**src/rtl/f_fetch_stage_pkg.sv**
```systemverilog
// Shared constants and types for the fetch stage: exception codes, reset and
// handler addresses, the legal instruction-memory window and the control FSM
// state encoding.
package f_fetch_stage_pkg;

  // Exception codes reported alongside a fetched instruction
  localparam logic [4:0] EXC_NONE = 5'd0;
  localparam logic [4:0] EXC_ADEL = 5'd4;

  // Architectural fetch addresses
  localparam logic [31:0] PC_RESET  = 32'h0000_3000;
  localparam logic [31:0] EXC_ENTRY = 32'h0000_4180;

  // Inclusive legal fetch window of the instruction memory
  localparam logic [31:0] IM_LO = 32'h0000_3000;
  localparam logic [31:0] IM_HI = 32'h0000_6FFC;

  // Control FSM: RUN is normal flow, FLUSHED marks that the F/D register
  // currently holds a flush bubble, so any D_is_jump seen is stale.
  typedef enum logic {
    FS_RUN     = 1'b0,
    FS_FLUSHED = 1'b1
  } fs_state_t;

  // Contents of the F/D pipeline register
  typedef struct packed {
    logic [31:0] pc;
    logic [31:0] instr;
    logic [4:0]  exc_code;
    logic        bd;
  } fd_reg_t;

  // Load address error: misaligned word fetch or outside [lo, hi] (unsigned)
  function automatic logic fetch_adel(input logic [31:0] addr,
                                      input logic [31:0] lo,
                                      input logic [31:0] hi);
    return (addr[1:0] != 2'b00) || (addr < lo) || (addr > hi);
  endfunction

endpackage

```
**src/rtl/f_fetch_stage_pc_reg.sv**
```systemverilog
// f_pc_reg: architectural fetch PC. An exception request redirects to the
// handler even while the hazard unit stalls; otherwise a stall holds the PC
// and a free edge takes the next PC from decode.
module f_pc_reg #(
  parameter logic [31:0] PC_RESET  = f_fetch_stage_pkg::PC_RESET,
  parameter logic [31:0] EXC_ENTRY = f_fetch_stage_pkg::EXC_ENTRY
) (
  input  logic        clk,
  input  logic        reset,
  input  logic        req,
  input  logic        stall,
  input  logic [31:0] npc,
  output logic [31:0] pc
);

  logic [31:0] pc_reg;
  logic [31:0] pc_next;

  // Next-PC selection: req beats stall, stall beats npc
  always_comb begin
    pc_next = pc_reg;
    if (req) begin
      pc_next = EXC_ENTRY;
    end else if (!stall) begin
      pc_next = npc;
    end
  end

  // PC register with asynchronous reset to the boot address
  always_ff @(posedge clk or posedge reset) begin
    if (reset) begin
      pc_reg <= PC_RESET;
    end else begin
      pc_reg <= pc_next;
    end
  end

  assign pc = pc_reg;

endmodule

```
**src/rtl/f_fetch_stage.sv**
```systemverilog
// f_fetch_stage: fetch stage of the five-stage MIPS pipeline. Drives the
// instruction-memory address straight from the PC register, flags fetch
// address errors and owns the F/D pipeline register feeding decode.
// Build option: define F_ADEL_CHECK_EN to enable AdEL detection on fetch;
// without it the fetched word is always passed through and F_excCode is 0.
module f_fetch_stage #(
  parameter logic [31:0] PC_RESET  = f_fetch_stage_pkg::PC_RESET,
  parameter logic [31:0] EXC_ENTRY = f_fetch_stage_pkg::EXC_ENTRY
`ifdef F_ADEL_CHECK_EN
  // The legal window only exists when the address check is built in
  , parameter logic [31:0] IM_LO = f_fetch_stage_pkg::IM_LO
  , parameter logic [31:0] IM_HI = f_fetch_stage_pkg::IM_HI
`endif
) (
  input  logic        clk,
  input  logic        reset,
  input  logic [31:0] npc,
  input  logic        stall,
  input  logic        req,
  input  logic        eret,
  input  logic        D_is_jump,
  output logic [31:0] i_inst_addr,
  input  logic [31:0] i_inst_rdata,
  output logic [31:0] F_pc,
  output logic [4:0]  F_excCode,
  output logic [31:0] D_pc,
  output logic [31:0] D_instr,
  output logic [4:0]  D_excCode,
  output logic        D_bd
);

  import f_fetch_stage_pkg::*;

  logic [31:0] pc;
  logic [31:0] fetch_word;
  logic [4:0]  fetch_exc;
  logic        eret_flush;
  logic        bd_allow;
  fs_state_t   state_reg;
  fs_state_t   state_next;
  fd_reg_t     fd_reg;
  fd_reg_t     fd_next;

  f_pc_reg #(
    .PC_RESET  (PC_RESET),
    .EXC_ENTRY (EXC_ENTRY)
  ) u_pc_reg (
    .clk   (clk),
    .reset (reset),
    .req   (req),
    .stall (stall),
    .npc   (npc),
    .pc    (pc)
  );

  // Zero-latency fetch: the memory address is the PC register itself
  assign F_pc        = pc;
  assign i_inst_addr = pc;

`ifdef F_ADEL_CHECK_EN
  logic fetch_bad;

  // AdEL check; a faulting fetch forwards a nop instead of memory data
  always_comb begin
    fetch_bad  = fetch_adel(pc, IM_LO, IM_HI);
    fetch_exc  = fetch_bad ? EXC_ADEL : EXC_NONE;
    fetch_word = fetch_bad ? 32'h0000_0000 : i_inst_rdata;
  end
`else
  // No address check: whatever memory returns is passed to decode
  always_comb begin
    fetch_exc  = EXC_NONE;
    fetch_word = i_inst_rdata;
  end
`endif

  assign F_excCode = fetch_exc;

  // ERET only discards the sequential fetch when the pipe actually advances
  assign eret_flush = eret && !stall;

  // FSM state register
  always_ff @(posedge clk or posedge reset) begin
    if (reset) begin
      state_reg <= FS_RUN;
    end else begin
      state_reg <= state_next;
    end
  end

  // FSM next state: any flush enters FLUSHED, the next free edge leaves it
  always_comb begin
    state_next = state_reg;
    if (req) begin
      state_next = FS_FLUSHED;
    end else if (!stall) begin
      state_next = eret_flush ? FS_FLUSHED : FS_RUN;
    end
  end

  // FSM outputs: a delay-slot mark is only trusted in normal flow
  always_comb begin
    bd_allow = (state_reg == FS_RUN);
  end

  // F/D next value: flush on req, hold on stall, flush on eret, else load
  always_comb begin
    fd_next = fd_reg;
    if (req) begin
      // Keep a meaningful macro-PC pointing at the handler entry
      fd_next.pc       = EXC_ENTRY;
      fd_next.instr    = 32'h0000_0000;
      fd_next.exc_code = EXC_NONE;
      fd_next.bd       = 1'b0;
    end else if (stall) begin
      fd_next = fd_reg;
    end else if (eret_flush) begin
      fd_next.pc       = pc;
      fd_next.instr    = 32'h0000_0000;
      fd_next.exc_code = EXC_NONE;
      fd_next.bd       = 1'b0;
    end else begin
      fd_next.pc       = pc;
      fd_next.instr    = fetch_word;
      fd_next.exc_code = fetch_exc;
      fd_next.bd       = D_is_jump && bd_allow;
    end
  end

  // F/D pipeline register; async reset parks it at the boot address as a nop
  always_ff @(posedge clk or posedge reset) begin
    if (reset) begin
      fd_reg.pc       <= PC_RESET;
      fd_reg.instr    <= 32'h0000_0000;
      fd_reg.exc_code <= EXC_NONE;
      fd_reg.bd       <= 1'b0;
    end else begin
      fd_reg <= fd_next;
    end
  end

  assign D_pc      = fd_reg.pc;
  assign D_instr   = fd_reg.instr;
  assign D_excCode = fd_reg.exc_code;
  assign D_bd      = fd_reg.bd;

endmodule

```
**config.mk**
```make
export PLATFORM = sky130hd
export DESIGN_NAME = f_fetch_stage
export DESIGN_NICKNAME = d
export VERILOG_FILES = /design/src/rtl/f_fetch_stage_pkg.sv /design/src/rtl/f_fetch_stage_pc_reg.sv /design/src/rtl/f_fetch_stage.sv
export SDC_FILE = /design/constraint.sdc
export NUM_CORES = 1
export LEC_CHECK = 0
export CAP_MARGIN = 40
export CELL_PAD_IN_SITES_DETAIL_PLACEMENT = 1
export CELL_PAD_IN_SITES_GLOBAL_PLACEMENT = 2
export CORE_MARGIN = 2
export CORE_UTILIZATION = 22
export DETAILED_ROUTE_END_ITERATION = 6
export MAX_ROUTING_LAYER = met4
export PLACE_DENSITY = 0.77
export RECOVER_POWER = 100
export SYNTH_ARGS = -nofsm -noshare
export SYNTH_HDL_FRONTEND = slang
export SYNTH_HIERARCHICAL = 1
export SYNTH_SLANG_ARGS = --single-unit
```
**constraint.sdc**
```tcl
create_clock -name clk -period 2 [get_ports clk]
set_clock_uncertainty 0.15 [all_clocks]
set_input_delay 0.2 -clock clk [delete_from_list [all_inputs] [get_ports clk]]
set_output_delay 0.2 -clock clk [all_outputs]
set_load 0.1 [all_outputs]
```
**Yosys cells after proc, flatten, opt, wreduce, memory -nomap -nowiden**

Cells that the tools add are included.

- $add $sub $neg: 0
- Eq/ne operators: 1
- Divide/modulo/power cells: 0
- Multiplexer cells: 8
- Bitwise logic cells: 1
- Reductions and logical operators: 3
- Multipliers: 0
- $lt $le $gt $ge: 0
- Shift-type cells: 0

Operator list:

| kind | number |
|---|---|
| 2-to-1 mux 70 bit | 2 |
| 2-to-1 mux 32 bit | 2 |
| 2-to-1 mux 38 bit | 1 |
| 2-to-1 mux 1 bit | 3 |
| logical AND 1 bit | 2 |
| != test 2 x 1 -> 1 bit (second input constant) | 1 |
| zero test 1 bit | 1 |
| inverter 1 bit | 1 |

- Bits in writable memories: 0
- Register bits after elaboration: 103
- Output and inout port bits: 139
- Memory bits (read-only): 0
- Input port bits: 70
- Logic and storage cells: 19
- Bits in latches: 0
- Memories: 0

**Logic depth before layout (Yosys ltp)**

- Depth in word-level cells: 5
- Gate-level depth with buffers: 5

**Cells and area by module**

The synthesis kept the hierarchy.

By module, submodules not included:

| module | area each (um^2) | cells each | sequential area each (um^2) | instances |
|---|---|---|---|---|
| f_fetch_stage | 3,140.5 | 296 | 1,654.1 | 1 |
| f_pc_reg | 1,336.3 | 104 | 803.3 | 1 |

**Worst setup path after synthesis**

No wires, ideal clock.

- Path type: flip-flop to output port
- From: register u_pc_reg.pc_reg[0], in the netlist u_pc_reg/pc[0]
- To: output port i_inst_addr[0]
- Cell stages (with the launch flop): 2
- Buffers on the path: 1
- Arrival time: 1,355 ps
- Path slack: 295 ps
- Path through: dfrtp_1 > buf_4

RTL lines:

| what | RTL line | text |
|---|---|---|
| start: declaration | f_fetch_stage_pc_reg.sv:16 | `logic [31:0] pc_reg;` |
| start signal: assignment | f_fetch_stage_pc_reg.sv:34 | `pc_reg <= pc_next;` |
| end: declaration | f_fetch_stage.sv:22 | `output logic [31:0] i_inst_addr,` |

No word-level cell between the ends.

**Worst setup path in the final report**

- From: register fd_reg (netlist bit D_pc[12])
- To: output port D_pc[12]

RTL lines:

| what | RTL line | text |
|---|---|---|
| start: declaration | f_fetch_stage.sv:41 | `fd_reg_t fd_reg;` |
| start signal: assignment | f_fetch_stage.sv:138 | `fd_reg <= fd_next;` |
| end: declaration | f_fetch_stage.sv:26 | `output logic [31:0] D_pc,` |

No word-level cell between the ends.

==> impl_metrics.py <==
metrics = {
    "outcome": {
        "status": "finished, final reports clean",
    },
    "setup_path": {
        "crit_family": "flip-flops",
        "crit_end": "D_pc[12]",
        "crit_required_ns": 1.65,
        "critPathSlowestCell": "dfstp_2",
        "reg2reg_from": "state_reg",
        "critPathMaxFanout": 2,
        "cp-startpoint": "D_pc[12]",
        "path_class": "flop to primary output",
        "cp_data_arrival_time_ns": 1.34,
        "r2r_end": "D_bd",
        "slowest_delay_ns": 0.53,
        "cp-end-kind": "primary output",
        "crit_chain": "clkbuf_2",
        "worstSetupPathDepth": 1,
        "rr_worst_depth": 2,
        "rrSetupSlack_ns": 0.80,
        "cp-start-kind": "flop",
        "cp_num_buf_inv": 1,
    },
    "clock_network": {
        "cts_buffers": 9,
        "cts_tree": "built",
        "htree_levels": 3,
        "hold_buffers": 0,
        "clockBufferDepth": 2,
        "clkTransAtPathRegs_ns": 0.07,
        "clk_latency_ns": 0.34,
        "cts-root-buf": "clkbuf_16",
        "cts_resized": 0,
        "post-cts-setup-buffers": 0,
        "clkSinkCount": 98,
    },
    "global_routing": {
        "grt_pass1_wl_um": 20700,
        "antenna_found_initial": 1,
        "grt_overflow": 0,
        "grt_start_max_net_pins": 53,
        "grtUsageTotal_pct": 12.3,
        "grt_pass1_vias": 3697,
    },
    "placed_design": {
        "hpwl_um": 9330,
        "gp_congestion": 0.733,
        "port_buffers": 198,
        "postPlaceCellArea_mm2": 0.00621,
        "place_ws_ns": 0.297,
    },
    "timing": {
        "layout_min_cycle_time_ns": 1.69,
        "totalNegativeSetupSlack_ns": 0,
        "max_slew_margin_pct": 37.3,
        "rsz0062_at_grt": "no",
        "finalHoldViolations": 0,
        "clock.fmax_mhz": 592,
        "finalCritPeriodShare_pct": 84.4,
        "drv_slew": 0,
        "tightest_slew_ns": 0.941,
        "fin_ws_ns": 0.311,
        "setup_viol": 0,
    },
    "layout": {
        "area_delta_synth_final_pct": 36.9,
        "fillers": 2285,
        "drive_above_1_share_pct": 28.6,
        "final_common_cell": "clkbuf_2",
        "final_net_count": 632,
        "final_cell_mix": "clkbuf_2, dfrtp_1, clkdlybuf4s50_1, mux2i_1, nor2_1",
        "fin_area_mm2": 0.00613,
        "fin_util_pct": 30.5,
    },
    "routing": {
        "wl_um": 12600,
        "wl_per_cell_um": 15.1,
        "routed_via_density": 4.12,
        "drc_errors": 0,
        "first_pass_iters": 4,
        "via_count": 3455,
        "first_iter_violations": 47,
        "ant_nets": 0,
    },
    "die": {
        "initial_utilization_pct": 22.3,
        "fp-row-count": 52,
        "dieArea_mm2": 0.0215,
        "die_w_um": 147,
        "core_area_mm2": 0.0201,
        "die_y_um": 147,
        "ios": 209,
    },
    "yosys": {
        "synth_top_family_by_area": "simple AND/OR/NAND/NOR gates",
        "synthSimpleGateAreaFrac_pct": 15.2,
        "synth-seq-cells": 98,
        "synth.distinct_cells": 21,
        "avgSynthCellArea_um2": 11.2,
        "yosys_warnings": 6,
        "synth_seq_area_share_pct": 54.9,
        "synthXorXnorAreaFrac_pct": 0,
        "synth-compound-area-share_pct": 5.17,
        "synth.area.mux_share_pct": 13.0,
        "synth-adder-area-share_pct": 0,
        "synth_area_mm2": 0.00448,
        "syn_inst": 400,
    },
    "power": {
        "ir_worst_vdd_uv": 379,
        "leakagePower_nw": 3.03,
        "total_power_mw": 5.51,
        "power.density_mw_per_mm2": 899,
    },
    "flow_run": {
        "maxCapViolCount": 0,
    },
    "hold_path": {
        "hold_path.class": "primary input to flop",
    },
}
-- cells in the mapped netlist --
| master | instances | share of area [%] |
|---|---|---|
| or3b_1 | 32 | 6.3 |
| or4b_4 | 1 | 0.31 |
| buf_1 | 3 | 0.25 |
| dfstp_2 | 4 | 2.3 |
| buf_2 | 7 | 0.78 |
| mux2i_1 | 58 | 13 |
| inv_1 | 2 | 0.17 |
| buf_4 | 44 | 7.4 |
| buf_12 | 3 | 1.3 |
| a211o_1 | 6 | 1.2 |
| nor2_1 | 58 | 4.9 |
| buf_6 | 4 | 1.0 |
| clkbuf_1 | 9 | 0.75 |
| a211o_2 | 1 | 0.22 |
| a21oi_2 | 1 | 0.20 |
| a21oi_1 | 32 | 3.6 |
| nor2b_1 | 6 | 0.84 |
| dfrtp_1 | 94 | 53 |
| and2b_1 | 1 | 0.17 |
| nand2_1 | 33 | 2.8 |
| conb_1 | 1 | 0.084 |
-- logic make-up after synthesis --
group / after synthesis
multiplexers: 58
flip-flops: 98
AND/OR/NAND/NOR: 131
AO/OA/AOI/OAI: 40
other: 1
buffers and inverters: 72
-- stage by stage --
stage          instances  hold WS [ns]
3_5_place_dp         821         0.341
5_1_grt              838         0.227
6_report             838         0.189
2_1_floorplan        409         0.151
4_1_cts              837         0.102
3_3_place_gp         821         0.324
-- layer usage --
layer / routed length (µm) / track usage (%)
met5: 0 / -
met1: 5430 / 15.0
met2: 6180 / 19.9
met3: 914 / 4.19
met4: 97 / 2.77
-- report_power, final --
part | switching (mW) | internal (mW) | leakage [nW]
sequential | 0.0746 | 2.07 | 1.29
combinational | 1.26 | 0.319 | 1.60
clock | 0.776 | 1.01 | 0.142
-- final cells by class --
type,count,area (µm²),share of cell area [%]
flip-flops and latches,98,2460,40.1
inverters,2,11.3,0.184
clock buffers,11,243,3.96
multi-input cells,239,1530,25.0
well taps,270,338,5.51
clock inverters,5,62.6,1.02
repair buffers,212,1480,24.2
diodes,1,2.50,0.0408
-- worst min-delay path by stage --
stage	from	endpoint	cells after the start
2_1_floorplan	req	u_pc_reg/pc[7]	1
3_5_place_dp	D_pc[14]	D_pc[14]	1
5_1_grt	req	u_pc_reg/pc[18]	2
3_3_place_gp	D_pc[14]	D_pc[14]	1
4_1_cts	reset	u_pc_reg/pc[26]	3
6_report	req	D_bd	2
Power figures use the tool's default switching activity.
